<file path="src/rtl/nrisc_pipe_pkg.sv">
// Shared types and constants for the NRISC execute/writeback pipeline tracker.
// The width-independent control part of a stage record lives here; the top
// wraps it with the parametrised rd/data fields so every width stays tunable.
package nrisc_pipe_pkg;

   localparam int TAM_DEF       = 16;
   localparam int REG_AW_DEF    = 4;
   localparam int FWD_DEPTH_DEF = 2;
   localparam int CNT_W_DEF     = 16;

   // Forward-select value meaning "operand comes from the register file".
   localparam int FWD_SEL_REGFILE = 0;

   // Control flags carried by every in-flight stage.
   typedef struct packed {
      logic valid;
      logic write;
      logic load;
   } stage_ctrl_t;

   // A stage can supply a forwarded result when it holds a valid register
   // write. Stage 0 is excluded for loads: its D-Data value is not back yet.
   function automatic logic fwd_eligible(input stage_ctrl_t ctrl, input int stage_idx);
      return ctrl.valid & ctrl.write & ((stage_idx != 0) | ~ctrl.load);
   endfunction

endpackage

</file>
<file path="src/rtl/nrisc_fwd_mux.sv">
// Per-operand forwarding mux: picks the youngest eligible stage whose
// destination matches the source register, else the register-file value.
module nrisc_fwd_mux
   import nrisc_pipe_pkg::*;
#(
   parameter int TAM       = TAM_DEF,
   parameter int REG_AW    = REG_AW_DEF,
   parameter int FWD_DEPTH = FWD_DEPTH_DEF,
   parameter int SEL_W     = $clog2(FWD_DEPTH + 1)
) (
   input  stage_ctrl_t [FWD_DEPTH-1:0]             st_ctrl,
   input  logic        [FWD_DEPTH-1:0][REG_AW-1:0] st_rd,
   input  logic        [FWD_DEPTH-1:0][TAM-1:0]    st_data,
   input  logic        [REG_AW-1:0]                rs,
   input  logic        [TAM-1:0]                   reg_data,
   output logic        [TAM-1:0]                   op,
   output logic        [SEL_W-1:0]                 sel
);

   // Priority select: scan oldest to youngest so the youngest match is assigned last and wins.
   always_comb begin
      // NOTE: every output gets a default before any conditional assignment, so no latch is inferred.
      op  = reg_data;
      sel = SEL_W'(FWD_SEL_REGFILE);
      for (int k = FWD_DEPTH - 1; k >= 0; k--) begin
         if (fwd_eligible(st_ctrl[k], k) && (st_rd[k] == rs)) begin
            op  = st_data[k];
            sel = SEL_W'(k + 1);
         end
      end
   end

endmodule

</file>
<file path="src/rtl/nrisc_pipe_fwd.sv">
// Execute/writeback pipeline tracker for the NRISC core. Tracks destination,
// control and result of every in-flight instruction, forwards the youngest
// matching result to both ALU operands, raises the load-use stall, drives the
// register-file writeback port and counts retired instructions.
module nrisc_pipe_fwd
   import nrisc_pipe_pkg::*;
#(
   parameter int TAM       = TAM_DEF,
   parameter int REG_AW    = REG_AW_DEF,
   parameter int FWD_DEPTH = FWD_DEPTH_DEF,   // legal range 2..4
   parameter int CNT_W     = CNT_W_DEF,
   parameter int SEL_W     = $clog2(FWD_DEPTH + 1)
) (
   input  logic              clk,
   input  logic              rst,
   input  logic              id_valid,
   input  logic              id_write,
   input  logic              id_load,
   input  logic [REG_AW-1:0] id_rd,
   input  logic [REG_AW-1:0] id_rs_a,
   input  logic [REG_AW-1:0] id_rs_b,
   input  logic              id_use_a,
   input  logic              id_use_b,
   input  logic [TAM-1:0]    reg_a,
   input  logic [TAM-1:0]    reg_b,
   input  logic [TAM-1:0]    ex_result,
   input  logic [TAM-1:0]    mem_rdata,
   input  logic              stall_ext,
   input  logic              flush,
   output logic [TAM-1:0]    opa,
   output logic [TAM-1:0]    opb,
   output logic [SEL_W-1:0]  fwd_sel_a,
   output logic [SEL_W-1:0]  fwd_sel_b,
   output logic              hazard_stall,
   output logic              wb_write,
   output logic [REG_AW-1:0] wb_rd,
   output logic [TAM-1:0]    wb_data,
   output logic [CNT_W-1:0]  retire_cnt
);

   localparam int LAST = FWD_DEPTH - 1;

   // Full stage record: shared control flags plus width-dependent payload.
   typedef struct packed {
      stage_ctrl_t       ctrl;
      logic [REG_AW-1:0] rd;
      logic [TAM-1:0]    data;
   } stage_t;

   stage_t [FWD_DEPTH-1:0] stage_q, stage_d;
   logic   [CNT_W-1:0]     retire_cnt_q, retire_cnt_d;

   logic advance;
   logic issue_ok;
   logic s0_load_wr;

   stage_ctrl_t [FWD_DEPTH-1:0]             st_ctrl;
   logic        [FWD_DEPTH-1:0][REG_AW-1:0] st_rd;
   logic        [FWD_DEPTH-1:0][TAM-1:0]    st_data;

   assign advance = ~stall_ext;

   // Load-use hazard: the instruction in stage 0 is a load writing a register the decoder reads now.
   always_comb begin
      s0_load_wr   = stage_q[0].ctrl.valid & stage_q[0].ctrl.write & stage_q[0].ctrl.load;
      hazard_stall = id_valid & s0_load_wr &
                     ((id_use_a & (stage_q[0].rd == id_rs_a)) |
                      (id_use_b & (stage_q[0].rd == id_rs_b)));
   end

   // Next pipeline state: issue or bubble into stage 0, shift older stages, count retirements.
   always_comb begin
      stage_d      = stage_q;
      retire_cnt_d = retire_cnt_q;
      issue_ok     = id_valid & ~hazard_stall & ~flush;

      if (advance) begin
         stage_d[0] = '0;
         if (issue_ok) begin
            stage_d[0].ctrl.valid = 1'b1;
            stage_d[0].ctrl.write = id_write;
            stage_d[0].ctrl.load  = id_load;
            stage_d[0].rd         = id_rd;
            stage_d[0].data       = ex_result;
         end

         for (int k = 1; k < FWD_DEPTH; k++) begin
            stage_d[k] = stage_q[k-1];
         end
         // A load's data arrives from D-Data while it sits in stage 0.
         if (stage_q[0].ctrl.load) begin
            stage_d[1].data = mem_rdata;
         end

         if (stage_q[LAST].ctrl.valid) begin
            retire_cnt_d = retire_cnt_q + CNT_W'(1);
         end
      end
   end

   // Pipeline and retire-counter registers.
   always_ff @(posedge clk or posedge rst) begin
      if (rst) begin
         stage_q      <= '0;
         retire_cnt_q <= '0;
      end else begin
         // NOTE: sequential state uses non-blocking assignment so all stages update from pre-edge values.
         stage_q      <= stage_d;
         retire_cnt_q <= retire_cnt_d;
      end
   end

   // Split stage records into the flat views the forwarding muxes consume.
   always_comb begin
      for (int k = 0; k < FWD_DEPTH; k++) begin
         st_ctrl[k] = stage_q[k].ctrl;
         st_rd[k]   = stage_q[k].rd;
         st_data[k] = stage_q[k].data;
      end
   end

   nrisc_fwd_mux #(
      .TAM       (TAM),
      .REG_AW    (REG_AW),
      .FWD_DEPTH (FWD_DEPTH),
      .SEL_W     (SEL_W)
   ) u_fwd_a (
      .st_ctrl  (st_ctrl),
      .st_rd    (st_rd),
      .st_data  (st_data),
      .rs       (id_rs_a),
      .reg_data (reg_a),
      .op       (opa),
      .sel      (fwd_sel_a)
   );

   nrisc_fwd_mux #(
      .TAM       (TAM),
      .REG_AW    (REG_AW),
      .FWD_DEPTH (FWD_DEPTH),
      .SEL_W     (SEL_W)
   ) u_fwd_b (
      .st_ctrl  (st_ctrl),
      .st_rd    (st_rd),
      .st_data  (st_data),
      .rs       (id_rs_b),
      .reg_data (reg_b),
      .op       (opb),
      .sel      (fwd_sel_b)
   );

   // Writeback is only committed on an advancing edge; address and data track the last stage.
   assign wb_write   = stage_q[LAST].ctrl.valid & stage_q[LAST].ctrl.write & advance;
   assign wb_rd      = stage_q[LAST].rd;
   assign wb_data    = stage_q[LAST].data;
   assign retire_cnt = retire_cnt_q;

endmodule

</file>
<file path="config.mk">
export PLATFORM = sky130hd
export DESIGN_NAME = nrisc_pipe_fwd
export DESIGN_NICKNAME = d
export VERILOG_FILES = /design/src/rtl/nrisc_pipe_pkg.sv /design/src/rtl/nrisc_fwd_mux.sv /design/src/rtl/nrisc_pipe_fwd.sv
export SDC_FILE = /design/constraint.sdc
export NUM_CORES = 1
export LEC_CHECK = 0
export CAP_MARGIN = 20
export CORE_ASPECT_RATIO = 2
export CORE_UTILIZATION = 47
export CTS_CLUSTER_DIAMETER = 120
export CTS_CLUSTER_SIZE = 10
export DETAILED_ROUTE_END_ITERATION = 8
export PLACE_DENSITY = 0.87
export SETUP_SLACK_MARGIN = 0.4
export SLEW_MARGIN = 40
export SYNTH_ARGS = -nofsm -noshare
export SYNTH_HDL_FRONTEND = slang
export SYNTH_SLANG_ARGS = --single-unit
</file>
<file path="constraint.sdc">
create_clock -name clk -period 4.7 [get_ports clk]
set_input_delay 0.94 -clock clk [delete_from_list [all_inputs] [get_ports clk]]
set_output_delay 0.94 -clock clk [all_outputs]
set_load 0.01 [all_outputs]
</file>
==> results.tsv, run 1 <==
stage	metric	value	unit
global_routing	grt_overflow_total	0	
floorplan	io_pins	159	
finish	antennaDiodeCount	0	
detailed_routing	wl_met2	7314	um
finish	final_util	70.79	%
sta	hold_viol	0	
finish	layout_commonest_cell	clkdlybuf4s50_1	
setup_path	path_cells	clkdlybuf4s50_1, xor2_1, or2_1, buf_4, o21ai_0, a31oi_1, clkdlybuf4s50_1	
global_routing	antenna_found_initial	0	
job	maxCapViolCount	0	
detailed_routing	dr.first_iter.drc_count	346	
clock_tree	cts_max_level	3	
clock_tree	hold_buffers	0	
power	leakage	2.087	nW
place	portBuffers	158	
detailed_routing	vias	3958	
setup_path	worstSetupEndpointType	output port	
sta	fin_crit_sh	88.18	%
setup_path	crit_type	input port to output port	
setup_path	crit_slowest_cell	clkdlybuf4s50_1	
floorplan	die_w	65.76	um
detailed_routing	post-route-drc-count	0	
clock_tree	cts-root-buf	clkbuf_16	
setup_path	critPathMostFrequentCell	clkdlybuf4s50_1	
setup_path	crit_fanout	12	
sta	finClkSkew	5.801	ps
clock_tree	path_clk_slew	50	ps
detailed_routing	met1_length	4546	um
sta	max_freq	241.3	MHz
sta	rsz0062_at_grt	false	
power	peakVddDrop	0.2359	mV
finish	fin_area	5582	um^2
place	place_inst	625	
synth	yosys.cell_types.count	32	
sta	fin_crit	4144	ps
status	status	complete, no violations	
min_path	hold_class	flip-flop to flip-flop	
setup_path	startpoint_type	input port	
sta	finalSetupViolCount	0	
place	hpwl	9964	um
floorplan	core_area	7885	um^2
setup_path	critPathArrivalTime	3200	ps
global_routing	grt_pass1_vias	3977	
clock_tree	cts_sinks	61	
setup_path	required	3760	ps
floorplan	num_rows	46	
finish	area_growth	46.07	%
detailed_routing	routed_wl	13640	um
synth	syn-instance-count	417	
setup_path	max_stage_delay	570	ps
finish	nNetsFinal	626	
synth	synth_xor_area_share	7.105	%
synth	synth-adder-area-share	0.3274	%
global_routing	track_usage	33.08	%
place	place_area	5278	um^2
place	place_ws	346.4	ps
sta	setup_tns	0	ps
global_routing	grt_pass1_wl	20420	um
synth	yosys.area_share.simple	19.02	%
synth	synth_compound_area_share	17.78	%
detailed_routing	avgViaCountPerCell	6.204	
synth	synth-seq-cells	61	
detailed_routing	ant_nets	0	
floorplan	initial_core_util	48.46	%
place	gp_congestion	0.9043	
synth	synth_top_family_by_area	simple AND/OR/NAND/NOR gates	
sta	setup_ws	555.7	ps
synth	muxShareOfSynthArea	6.254	%
sta	hold-worst-slack	477.7	ps
clock_tree	numCtsBuffers	9	
power	pwr_density_cell	295.1	nW/um^2
clock_tree	insertion_delay	330	ps
detailed_routing	drtPass1Iterations	7	
finish	drive_gt1_share	7.565	%
detailed_routing	met3_length	907	um
synth	yosysSeqAreaShare	39.95	%
synth	syn_nets	503	
global_routing	grt_max_degree	63	
sta	relSlewSlack	56.28	%
synth	yosys_warnings	0	
finish	fillers	598	
detailed_routing	wl_per_cell	21.38	um
power	power	1.647	mW
finish	final_cell_mix	clkdlybuf4s50_1, dfrtp_1, o21ai_0, nor3_1	
clock_tree	cts_tree	yes	
sta	worst_pin_slew	655.7	ps
sta	slew_viol_final	0	
floorplan	die_y	129.5	um
clock_tree	cts_buffer_depth	2	
detailed_routing	top_layer	met4	
synth	syn_area	3821	um^2
synth	avgSynthCellArea	9.163	um^2
floorplan	fp.dieArea	8516	um^2
finish	fin_cells	638	
==> timing repair <==
item	CTS	global route
resized for setup	1	2
setup buffers	0	0
setup endpoints to repair	16	2
gates cloned	0	0
pin swaps	0	0
==> area by class of cell <==
type | count | area, um^2 | area share, %
tap | 96 | 120.1 | 2.152
inverter | 4 | 15.01 | 0.2690
timing repair buffer | 172 | 1685 | 30.20
clock buffer | 11 | 252.7 | 4.528
multi-input combinational | 292 | 1947 | 34.88
clock inverter | 2 | 35.03 | 0.6277
sequential | 61 | 1526 | 27.35
==> Yosys cell counts <==
library cell / number / area [um^2]
dfrtp_1: 61 / 1526
o21ai_0: 48 / 240.2
nor3_1: 34 / 170.2
a31oi_1: 32 / 200.2
or3_1: 32 / 200.2
xnor2_1: 27 / 236.5
nand2_1: 23 / 86.33
a32o_1: 22 / 220.2
nand3_1: 22 / 110.1
buf_4: 21 / 157.7
clkbuf_1: 21 / 78.83
mux2i_1: 16 / 160.2
buf_2: 11 / 55.05
mux2_2: 7 / 78.83
nand4_1: 5 / 31.28
and3_1: 4 / 25.02
buf_6: 4 / 45.04
inv_1: 4 / 15.01
xor2_1: 4 / 35.03
and4_1: 3 / 26.28
clkbuf_2: 2 / 10.01
nand4_2: 2 / 25.02
or2_0: 2 / 12.51
or2_1: 2 / 12.51
a22o_1: 1 / 8.760
and2_1: 1 / 6.260
buf_1: 1 / 3.750
ha_1: 1 / 12.51
nand3b_1: 1 / 7.510
nor2b_1: 1 / 6.260
nor3b_1: 1 / 7.510
o22a_2: 1 / 10.01
==> final timing paths <==
check	from	end	slack, ps	depth (start not counted)
worst max-delay path	id_rs_a[3]	opa[0]	560	7
worst min-delay path	retire_cnt[15]$_DFFE_PP0P_	retire_cnt[15]$_DFFE_PP0P_	480	1
worst max register to register	st_ctrl[5]$_DFFE_PP0N_	retire_cnt[15]$_DFFE_PP0P_	2630	4
worst min register to register	retire_cnt[15]$_DFFE_PP0P_	retire_cnt[15]$_DFFE_PP0P_	480	1
max in group asynchronous	rst	st_data[8]$_DFFE_PP0N_	3250	3
min in group asynchronous	rst	retire_cnt[6]$_DFFE_PP0P_	1070	3
==> sequential cells by signal, indices dropped and copies added, names as in the netlist <==
register    flops
retire_cnt     16
st_data        16
st_ctrl         5
wb_data        16
st_rd           4
wb_rd           4
==> per-layer routing <==
| metal | track usage [%] | vias to the layer above |
|---|---|---|
| met5 | 0 | - |
| li1 | - | 1764 |
| met3 | 7.306 | 57 |
| met1 | 32.99 | 1910 |
| met2 | 58.58 | 227 |
| met4 | 23.15 | 0 |
==> power by group <==
| group | leakage (nW) | switching (mW) | internal, mW |
|---|---|---|---|
| logic | 1.12 | 0.156 | 0.209 |
| registers | 0.820 | 0.0688 | 0.572 |
| clock network | 0.143 | 0.213 | 0.428 |
==> kinds of logic after synthesis <==
family	after synthesis
multiplexers	23
flip-flops	61
AND/OR/NAND/NOR	133
buffers and inverters	64
adder cells (fa/ha/maj)	1
AO/OA/AOI/OAI	104
XOR/XNOR	31
==> worst max-delay path: cells and delay by family <==
| family | cells | cell delay (ps) |
|---|---|---|
| xor+xnor | 1 | 280 |
| simple gates | 1 | 300 |
| buf+inv | 3 | 1310 |
| compound gates | 2 | 360 |
No activity file was read; power rests on OpenSTA's default activity.
==> inputs of run 2 (changes only) <==
--- a/config.mk
+++ b/config.mk
@@ -7,11 +7,12 @@
 export LEC_CHECK = 0
 export CAP_MARGIN = 20
 export CORE_ASPECT_RATIO = 2
-export CORE_UTILIZATION = 47
+export CORE_UTILIZATION = 44
 export CTS_CLUSTER_DIAMETER = 120
 export CTS_CLUSTER_SIZE = 10
 export DETAILED_ROUTE_END_ITERATION = 8
-export PLACE_DENSITY = 0.87
+export PLACE_DENSITY = 0.82
+export REMOVE_ABC_BUFFERS = 1
 export SETUP_SLACK_MARGIN = 0.4
 export SLEW_MARGIN = 40
 export SYNTH_ARGS = -nofsm -noshare
==> constraint.sdc (replaced) <==
create_clock -name clk -period 4.5 [get_ports clk]
set_input_delay 0.9 -clock clk [delete_from_list [all_inputs] [get_ports clk]]
set_output_delay 0.9 -clock clk [all_outputs]
set_load 0.01 [all_outputs]
==> run 2 against run 1 <==
Against the previous run: sequential cell count stayed put; clock skew up 0.85 ps; utilization is 3.3 points lower; critical path depth unchanged; first-iteration DRC count grew 15%; sequential share of layout area down 0.27 points; setup slack got worse by 51 ps; critical path type unchanged; critical endpoint is now opb[14]; largest cell class unchanged.
==> results.tsv, run 2 (synthesis gave the netlist of run 1 again) <==
stage	metric	value	unit	change
status	status	complete, no violations		
sta	relSlewSlack	50.76	%	-5.5 points
clock_tree	numCtsBuffers	9		unchanged
global_routing	use_met1	32.10	%	-0.90 points
sta	finalSetupViolCount	0		unchanged
floorplan	fp.dieArea	9084	um^2	+6.7%
clock_tree	post-cts-setup-buffers	0		unchanged
clock_tree	insertion_delay	330	ps	about the same
clock_tree	path_clk_slew	50	ps	about the same
finish	final_cell_mix	clkdlybuf4s50_1, dfrtp_1, o21ai_0, nor3_1		
place	gp_congestion	0.9022		-0.23%
global_routing	busiest_layer	met2		
detailed_routing	vias	3982		+0.61%
setup_path	crit_type	input port to output port		
floorplan	num_rows	47		+2.2%
power	pwr_density_cell	327.2	nW/um^2	+11%
detailed_routing	dr.first_iter.drc_count	398		+15%
sta	slew_viol_final	0		unchanged
job	maxCapViolCount	0		unchanged
place	hpwl	9353	um	-6.1%
detailed_routing	wl_per_cell	20.59	um	-3.7%
sta	rsz0062_at_grt	false		
sta	finClkSkew	6.654	ps	+0.8530 ps
setup_path	worstSetupEndpointType	output port		
global_routing	grt_max_degree	63		unchanged
sta	max_freq	250.3	MHz	
detailed_routing	post-route-drc-count	0		unchanged
clock_tree	hold_buffers	0		unchanged
setup_path	worstRegToRegCells	4		unchanged
setup_path	crit_fanout	33		+21
clock_tree	cts_max_level	3		unchanged
power	leakage	2.117	nW	+1.4%
floorplan	die_y	133.8	um	+3.3%
global_routing	grt_pass1_wl	19950	um	-2.3%
finish	layout_commonest_cell	clkdlybuf4s50_1		
min_path	hold_class	flip-flop to flip-flop		
sta	fin_crit_sh	88.78	%	
min_path	hold_depth	1		unchanged
power	peakVddDrop	0.2706	mV	+15%
clock_tree	cts_buffer_depth	2		unchanged
finish	area_growth	47.54	%	
finish	drive_gt1_share	8.073	%	+0.51 points
global_routing	met3_usage	6.037	%	-1.3 points
floorplan	die_w	67.90	um	+3.3%
setup_path	startpoint_type	input port		
clock_tree	cts_tree	yes		
floorplan	io_pins	159		unchanged
global_routing	grt_overflow_total	0		unchanged
global_routing	antenna_found_initial	1		+1
sta	hold-worst-slack	484.9	ps	+7.241 ps
clock_tree	cts_sinks	61		unchanged
min_path	hp-start	retire_cnt[15]$_DFFE_PP0P_		
sta	worst_pin_slew	737.5	ps	+81.73 ps
clock_tree	cts-root-buf	clkbuf_16		
place	portBuffers	158		unchanged
floorplan	core_area	8351	um^2	+5.9%
sta	hold_viol	0		unchanged
finish	final_util	67.52	%	-3.3 points
setup_path	critPathLaunch	id_rs_b[0]		
finish	fin_area	5638	um^2	+1.0%
sta	fin_crit	3995	ps	
detailed_routing	routed_wl	13260	um	-2.8%
floorplan	initial_core_util	45.76	%	-2.7 points
finish	nNetsFinal	627		+0.16%
sta	setup_tns	0	ps	unchanged
place	place_area	5288	um^2	+0.19%
setup_path	required	3600	ps	-160 ps
clock_tree	cts_resized	0		-1
global_routing	use_met2	51.16	%	-7.4 points
setup_path	critPathArrivalTime	3100	ps	-100 ps
setup_path	rr_startpoint	st_ctrl[5]$_DFFE_PP0N_		
detailed_routing	drtPass1Iterations	5		-2
global_routing	track_usage	30.16	%	-2.9 points
detailed_routing	ant_nets	0		unchanged
global_routing	grt_pass1_vias	4000		+0.58%
power	power	1.845	mW	+12%
detailed_routing	avgViaCountPerCell	6.183		-0.33%
[run 2: path summary, 6_finish.rpt]
path | end | slack, ps
max | opb[14] | 500
min | retire_cnt[15]$_DFFE_PP0P_ | 480
max reg2reg | retire_cnt[15]$_DFFE_PP0P_ | 2260
min reg2reg | retire_cnt[15]$_DFFE_PP0P_ | 480
max in group asynchronous | st_data[9]$_DFFE_PP0N_ | 2620
min in group asynchronous | retire_cnt[15]$_DFFE_PP0P_ | 1020
[run 2: stage by stage]
stage,cells,setup WS [ps]
finish,644,505.0
global placement,628,550.5
floorplan,357,1162
CTS,643,504.6
detailed placement,628,506.6
global route,644,415.7
[run 2: area by class of cell]
cell class,count,area (um^2)
Fill cell,707,2713
Tap cell,98,122.6
Inverter,4,15.01
Antenna cell,1,2.502
Clock buffer,11,252.7
Timing Repair Buffer,173,1689
Multi-Input combinational cell,292,1934
Clock inverter,4,95.09
Sequential cell,61,1526
[run 2: critical path, cell delays in order]
cell	delay, ps
clkdlybuf4s50_1	520
xnor2_1	140
nand3_1	90
buf_4	230
or3_1	390
a31oi_1	230
clkdlybuf4s50_1	580
[run 2: per-layer routing]
| layer | wire (um) | share of wire [%] |
|---|---|---|
| met4 | 773 | 5.8 |
| met5 | 0 | 0 |
| met1 | 4518 | 34 |
| met3 | 939 | 7.1 |
| met2 | 7025 | 53 |
[run 2: report_power, final]
group | internal [mW] | switching, mW
combinational | 0.216 | 0.163
sequential | 0.597 | 0.0685
clock | 0.566 | 0.233
total | 1.38 | 0.465
